<file path="config.mk">
export PLATFORM = sky130hd
export DESIGN_NAME = cache_mem_arbiter
export DESIGN_NICKNAME = d
export VERILOG_FILES = /design/src/rtl/cache_mem_arbiter.sv
export SDC_FILE = /design/constraint.sdc
export NUM_CORES = 1
export LEC_CHECK = 0
export CAP_MARGIN = 0
export CORE_AREA = 2 2 306 308
export DETAILED_ROUTE_END_ITERATION = 8
export DIE_AREA = 0 0 308 310
export GPL_ROUTABILITY_DRIVEN = 0
export PLACE_DENSITY_LB_ADDON = 0.25
export SYNTH_ARGS = -nofsm -noshare
export SYNTH_HDL_FRONTEND = slang
export SYNTH_SLANG_ARGS = --single-unit
</file>
<file path="constraint.sdc">
create_clock -name clk -period 1.8 [get_ports clk]
set_clock_uncertainty 0.15 [all_clocks]
set_input_delay 0.18 -clock clk [delete_from_list [all_inputs] [get_ports clk]]
set_output_delay 0.18 -clock clk [all_outputs]
set_load 0.005 [all_outputs]
</file>
<file path="src/rtl/cache_mem_arbiter.sv">
// cache_mem_arbiter: serialises icache refills and dcache read/write traffic
// onto a single memory request port, one transaction outstanding at a time.
// Read responses are steered back to the granted requester; a read that gets
// no response within TIMEOUT_CYCLES is completed with zero data and flags err.
// Optional build macro ARB_RR_EN selects round-robin arbitration on ties;
// without it the dcache always wins ties.
module cache_mem_arbiter #(
  parameter int unsigned ADDR_W         = 32,
  parameter int unsigned DATA_W         = 128,
  parameter int unsigned TIMEOUT_CYCLES = 1024
) (
  input  logic                clk,
  input  logic                rst_n,
  input  logic                i_req_valid,
  output logic                i_req_ready,
  input  logic [ADDR_W-1:0]   i_req_addr,
  output logic                i_resp_valid,
  output logic [DATA_W-1:0]   i_resp_data,
  input  logic                d_req_valid,
  output logic                d_req_ready,
  input  logic                d_req_rnw,
  input  logic [ADDR_W-1:0]   d_req_addr,
  input  logic [DATA_W-1:0]   d_req_data,
  input  logic [DATA_W/8-1:0] d_req_mask,
  output logic                d_resp_valid,
  output logic [DATA_W-1:0]   d_resp_data,
  output logic                mem_req_valid,
  input  logic                mem_req_ready,
  output logic                mem_req_rnw,
  output logic [ADDR_W-1:0]   mem_req_addr,
  output logic [DATA_W-1:0]   mem_req_data,
  output logic [DATA_W/8-1:0] mem_req_mask,
  input  logic                mem_resp_valid,
  input  logic [DATA_W-1:0]   mem_resp_data,
  output logic                busy,
  output logic                err
);

  localparam int unsigned MASK_W = DATA_W / 8;
  localparam int unsigned CNT_W  = (TIMEOUT_CYCLES > 1) ? $clog2(TIMEOUT_CYCLES) : 1;
  localparam logic [CNT_W-1:0] CNT_LAST = CNT_W'(TIMEOUT_CYCLES - 1);

  typedef enum logic [1:0] {
    ST_IDLE  = 2'd0,
    ST_ISSUE = 2'd1,
    ST_WAIT  = 2'd2
  } state_e;

  state_e              state_q, state_d;
  logic                rnw_q, rnw_d;
  logic [ADDR_W-1:0]   addr_q, addr_d;
  logic [DATA_W-1:0]   data_q, data_d;
  logic [MASK_W-1:0]   mask_q, mask_d;
  logic                grant_dc_q, grant_dc_d;
  logic [CNT_W-1:0]    cnt_q, cnt_d;
  logic                err_q, err_d;

  logic                pick_dc;
  logic                accept;
  logic                resp_hit;
  logic                timeout_hit;

  // Arbitration: who would win if a request were accepted this cycle
`ifdef ARB_RR_EN
  logic                last_dc_q, last_dc_d;
  assign pick_dc = d_req_valid & (~i_req_valid | ~last_dc_q);
`else
  assign pick_dc = d_req_valid;
`endif

  assign accept      = (state_q == ST_IDLE) & (i_req_valid | d_req_valid);
  assign resp_hit    = (state_q == ST_WAIT) & mem_resp_valid;
  assign timeout_hit = (state_q == ST_WAIT) & ~mem_resp_valid & (cnt_q == CNT_LAST);

  // State register
  always_ff @(posedge clk or negedge rst_n) begin
    if (!rst_n) begin
      state_q <= ST_IDLE;
    end else begin
      state_q <= state_d;
    end
  end

  // Next-state logic
  always_comb begin
    state_d = state_q;
    case (state_q)
      ST_IDLE:  if (accept) state_d = ST_ISSUE;
      ST_ISSUE: if (mem_req_ready) state_d = rnw_q ? ST_WAIT : ST_IDLE;
      ST_WAIT:  if (resp_hit || timeout_hit) state_d = ST_IDLE;
      default:  state_d = ST_IDLE;
    endcase
  end

  // Latched request fields, grant, timeout counter and sticky error
  always_comb begin
    rnw_d      = rnw_q;
    addr_d     = addr_q;
    data_d     = data_q;
    mask_d     = mask_q;
    grant_dc_d = grant_dc_q;
    cnt_d      = cnt_q;
    err_d      = err_q | timeout_hit;
`ifdef ARB_RR_EN
    last_dc_d  = last_dc_q;
`endif
    if (accept) begin
      rnw_d      = pick_dc ? d_req_rnw  : 1'b1;
      addr_d     = pick_dc ? d_req_addr : i_req_addr;
      data_d     = pick_dc ? d_req_data : '0;
      mask_d     = pick_dc ? d_req_mask : '0;
      grant_dc_d = pick_dc;
`ifdef ARB_RR_EN
      last_dc_d  = pick_dc;
`endif
    end
    if ((state_q == ST_ISSUE) && mem_req_ready) begin
      cnt_d = '0;
    end else if ((state_q == ST_WAIT) && !mem_resp_valid && !timeout_hit) begin
      cnt_d = cnt_q + CNT_W'(1);
    end
  end

  // Datapath registers
  always_ff @(posedge clk or negedge rst_n) begin
    if (!rst_n) begin
      rnw_q      <= 1'b0;
      addr_q     <= '0;
      data_q     <= '0;
      mask_q     <= '0;
      grant_dc_q <= 1'b0;
      cnt_q      <= '0;
      err_q      <= 1'b0;
`ifdef ARB_RR_EN
      last_dc_q  <= 1'b0;
`endif
    end else begin
      rnw_q      <= rnw_d;
      addr_q     <= addr_d;
      data_q     <= data_d;
      mask_q     <= mask_d;
      grant_dc_q <= grant_dc_d;
      cnt_q      <= cnt_d;
      err_q      <= err_d;
`ifdef ARB_RR_EN
      last_dc_q  <= last_dc_d;
`endif
    end
  end

  // Outputs: handshakes and response steering are combinational by design
  always_comb begin
    i_req_ready   = accept & ~pick_dc;
    d_req_ready   = accept & pick_dc;
    mem_req_valid = (state_q == ST_ISSUE);
    mem_req_rnw   = rnw_q;
    mem_req_addr  = addr_q;
    mem_req_data  = data_q;
    mem_req_mask  = mask_q;
    i_resp_valid  = (resp_hit | timeout_hit) & ~grant_dc_q;
    d_resp_valid  = (resp_hit | timeout_hit) & grant_dc_q;
    i_resp_data   = (resp_hit & ~grant_dc_q) ? mem_resp_data : '0;
    d_resp_data   = (resp_hit & grant_dc_q)  ? mem_resp_data : '0;
    busy          = (state_q != ST_IDLE);
    err           = err_q;
  end

endmodule

</file>
* After elaboration in Yosys (flattened, before gate mapping)
Cells that the tools add are included.
** Operators by class
- Add/subtract/negate cells :: 1
- Equality and inequality tests :: 6
- Mux-type cells :: 13
- Bitwise operators :: 16
- Reductions and logical operators :: 10
** Operator list (number)
- $mux W128 :: 3
- $mux W32 :: 1
- $mux W10 :: 2
- $mux W16 :: 1
- $add A10 B1 Y10 const B :: 1
- $and A1 B1 Y1 :: 10
- $eq A10 B10 Y1 const B :: 1
- $mux W2 :: 4
- $pmux W2 S3 :: 1
- $ne A2 B2 Y1 const B :: 2
- $reduce_bool A2 Y1 :: 2
- $logic_and A1 B1 Y1 :: 3
- $not A1 Y1 :: 3
- $or A1 B1 Y1 :: 3
- $reduce_and A3 Y1 :: 1
- $eq A2 B1 Y1 const B :: 1
- $eq A2 B2 Y1 const B :: 1
- $logic_not A1 Y1 :: 2
- $logic_not A2 Y1 :: 1
- $ne A2 B1 Y1 const B :: 1
- $logic_or A1 B1 Y1 :: 1
- $mux W1 :: 1
** Storage, ports and cells
- Register bits :: 191
- Output and inout port bits :: 440
- Logic and storage cells :: 54

* Logic depth before layout (Yosys ltp)
- Depth in word-level cells :: 7
- Depth in mapped cells :: 6
- Gate-level depth less buffers :: 5

* Worst setup path after synthesis
Ideal clock, no wire load.
- Path kind :: register to output
- Start point :: register state_q[0]
- End point :: output port d_resp_data[100]
- Arrival :: 1.281 ns
- Slack :: 0.189 ns
- Stages on the path, launching flop included :: 6
- Cells stage by stage :: dfrtp_1 -> nor2b_1 -> and3_1 -> buf_2 -> clkbuf_1 -> and2_1
** Between the ends
- Word-level cells in the longest chain between the ends :: 4
** Ends and longest elaborated chain
- start, declared :: RTL line 49 : state_e state_q, state_d;
- start signal, assigned :: RTL line 80 : state_q <= state_d;
- $eq A2 B2 Y1 :: RTL line 72 : assign resp_hit = (state_q == ST_WAIT) & mem_resp_valid;
- $and A1 B1 Y1 :: RTL line 72
- $and A1 B1 Y1 :: RTL line 163 : d_resp_data = (resp_hit & grant_dc_q) ? mem_resp_data : '0;
- $mux W128 :: RTL line 163
- end, declared :: RTL line 26 : output logic [DATA_W-1:0] d_resp_data,
Every way passes these cells.

* Worst setup path after layout
- Start point :: register state_q[0]
- End point :: output port i_resp_data[33]
** Between the ends
- Word-level cells in the longest chain between the ends :: 4
** Ends and longest elaborated chain
- $eq A2 B2 Y1 :: RTL line 72
- $and A1 B1 Y1 :: RTL line 72
- $and A1 B1 Y1 :: RTL line 162 : i_resp_data = (resp_hit & ~grant_dc_q) ? mem_resp_data : '0;
- $mux W128 :: RTL line 162
- end, declared :: RTL line 18 : output logic [DATA_W-1:0] i_resp_data,
Every way passes these cells.

==> impl_metrics.json <==
{
  "status": "finished with violations",
  "violations": "negative setup slack",
  "yosys_most_used_dff": "dfrtp_1",
  "async_flop_share_pct": 100,
  "fin_crit_sh_pct": 142,
  "dp.cells": 2828,
  "worstSetupPathType": "reg2out",
  "startpoint_type": "flip-flop",
  "grt_pass1_wl_mm": 85.4,
  "seq_power_share_pct": 30.2,
  "htreeDepth": 4,
  "power.switching_mw": 8.95,
  "crit_fanout": 10,
  "num_rows": 112,
  "cts_buffers": 17,
  "rsz0062_at_grt": "yes",
  "cts_tree": "built",
  "slew_headroom_pct": 50.1,
  "grt_pass1_vias": 10600,
  "combPwrFrac_pct": 53.1,
  "vias": 10600,
  "dp_hpwl_mm": 53.2,
  "gr-total-overflow": 0,
  "stdcell_count": 2952,
  "fin_ws_ns": -0.759,
  "required_ns": 1.47,
  "antenna_found_initial": 22,
  "cts.sinks": 191,
  "insertion_delay_ns": 0.49,
  "syn-cell-area_sq_mm": 0.00895,
  "grt_start_max_net_pins": 48,
  "cts.path.max_buffers": 2,
  "remaining_drc_errors": 0,
  "wl_mm": 68.1,
  "nNetsFinal": 2079,
  "dr.first_iter.drc_count": 375,
  "drive_gt1_share_pct": 31.6,
  "period_needed_ns": 2.56,
  "post_drt_wl_per_cell_um": 23.1,
  "p_int_mw": 16.7,
  "vias_per_cell": 3.59,
  "powerDensity_mw_per_mm2": 1230,
  "syn_nets": 1180,
  "cap_violations": 0,
  "ant_nets": 0,
  "worstPathArrival_ns": 2.23,
  "layout_commonest_cell": "clkdlybuf4s50_1",
  "worst_pin_slew_ns": 0.742,
  "ys_seq_area_share_pct": 53.4,
  "endpoint_kind": "output pin",
  "syn_inst": 836,
  "fmax_mhz": 391,
  "synthToLayoutAreaGrowth_pct": 133,
  "cts_root_buf": "clkbuf_16",
  "p_sw_share_pct": 34.8,
  "p_leak_nw": 9.51,
  "firstDrtPassIters": 4,
  "yosysWarnings": 0,
  "ys_ff_latch": 191,
  "grt_usage_pct": 12.9,
  "syn_avg_cell_area_sq_um": 10.7,
  "synth_edf_count": 0,
  "pwr-share-clk_pct": 16.6,
  "hold_class": "in2async",
  "dieWidth_um": 308,
  "core_area_sq_mm": 0.0925,
  "power_mw": 25.7,
  "peakVddDrop_mv": 1.13,
  "die_h_um": 310,
  "numPortBuffers": 782,
  "most-common-layout-cells": "clkdlybuf4s50_1, dfrtp_1, and2_1, a22o_1, buf_6",
  "setup_viol_count_final": 457,
  "hold_viol": 0,
  "slew_violations": 0,
  "clk_pin_slew_worst_paths_ns": 0.08,
  "dieArea_sq_mm": 0.0955,
  "io_pins": 783,
  "initial_core_util_pct": 9.68,
  "netlist-cell-type-count": 35
}
==> routing by layer <==
metal / vias to the layer above / wire length (um) / track usage (%) / part of all wire (%)
met1: 5146 / 25600 / 14.0 / 38
met3: 86 / 5840 / 4.82 / 8.6
met5: - / 46 / 0 / 0.068
met4: 6 / 2060 / 4.53 / 3.0
li1: 4802 / - / - / -
met2: 556 / 34600 / 22.9 / 51
==> kinds of logic (layout without fill, tap and decap cells) <==
logic type / Yosys count / count (layout) / share of synthesized area [%]
xor gates and xnor gates: 2 / 2 / 0.196
and+or+nand+nor: 300 / 300 / 20.6
buffers and inverters: 83 / 995 / 3.98
DFF: 191 / 191 / 53.4
AOI/OAI and AO/OA: 258 / 258 / 21.6
adders and majority gates: 1 / 1 / 0.140
muxes: 1 / 1 / 0.112
other: 0 / 7 / 0
==> final timing paths <==
check                                  startpoint                       endpoint  slack (ns)  cells past startpoint
min                                         rst_n   mem_req_data[23]$_DFFE_PN0N_        0.05                      2
max in group asynchronous                   rst_n   mem_req_data[68]$_DFFE_PN0N_        0.85                      3
max reg2reg                state_q[1]$_DFFE_PN0P_    mem_req_addr[4]$_DFFE_PN0N_       -0.32                     11
min in group clk                  d_req_data[107]  mem_req_data[107]$_DFFE_PN0N_        0.13                      2
max                        state_q[0]$_DFFE_PN0P_                i_resp_data[33]       -0.76                      6
min reg2reg                         err$_DFF_PN0_                  err$_DFF_PN0_        0.33                      1
==> per-stage QoR <==
stage	hold slack, ns	worst slack (ns)	setup TNS, ns	utilization (%)	area, sq um
6_report	0.0517	-0.759	-171.58	22.6	20900
3_5_place_dp	0.0390	-0.640	-165.43	20.6	19000
2_1_floorplan	-0.266	0.189	0	-	8950
3_3_place_gp	0.0320	-0.642	-164.96	20.6	19000
5_1_grt	0.0419	-0.887	-221.59	22.6	20900
4_1_cts	0.0115	-0.946	-245.24	21.4	19800
==> critical path, cell delays in order (launching register included) <==
cell and delay, ns:
dfrtp_1 0.41, nor2b_4 0.17, and3_4 0.23, buf_12 0.15, buf_6 0.14, and2_1 0.14
clkdlybuf4s50_1 0.49
==> sequential cells by signal, summed over array words and instances (netlist names) <==
register	flops
mem_req_data	128
mem_req_addr	32
mem_req_mask	16
cnt_q	10
state_q	2
err	1
grant_dc_q	1
mem_req_rnw	1
==> cells in the mapped netlist (3+ instances only) <==
| cell type | number | area share [%] |
|---|---|---|
| o22ai_1 | 64 | 4.5 |
| a21oi_1 | 37 | 2.1 |
| nand2_1 | 12 | 0.50 |
| clkbuf_1 | 42 | 1.8 |
| inv_1 | 6 | 0.25 |
| nand3_1 | 5 | 0.28 |
| dfrtp_1 | 191 | 53 |
| a22o_1 | 144 | 14 |
| nor2_1 | 8 | 0.34 |
| and3_1 | 4 | 0.28 |
| and2_1 | 257 | 18 |
| o21ai_0 | 6 | 0.34 |
| buf_2 | 33 | 1.8 |
| nor3_1 | 3 | 0.17 |
==> layout make-up <==
type,count,area (sq um)
diodes,7,17.5
clock inverters,15,214
repair buffers,956,9780
multi-input cells,562,4130
clock buffers,17,425
well taps,1197,1500
inverters,7,38.8
fillers,10000,71600
flip-flops and latches,191,4780
==> repair_timing <==
item,in CTS,in global routing
endpoints found under the setup margin,493,500
pin swaps,1,32
hold buffers,1,0
cloned,5,17
hold endpoints to repair,191,0
gates resized for setup,261,689
buffers inserted,5,60
==> power by group through the flow <==
stage	combinational (mW)	clock, mW	sequential, mW
after detailed placement	12.8	0	7.74
after global placement	12.8	0	7.78
final	13.6	4.27	7.77
after floorplan	3.89	0	7.74
after global routing	14.6	4.61	8.02
after CTS	13.0	4.49	7.77
Power figures use the tool's default switching activity.
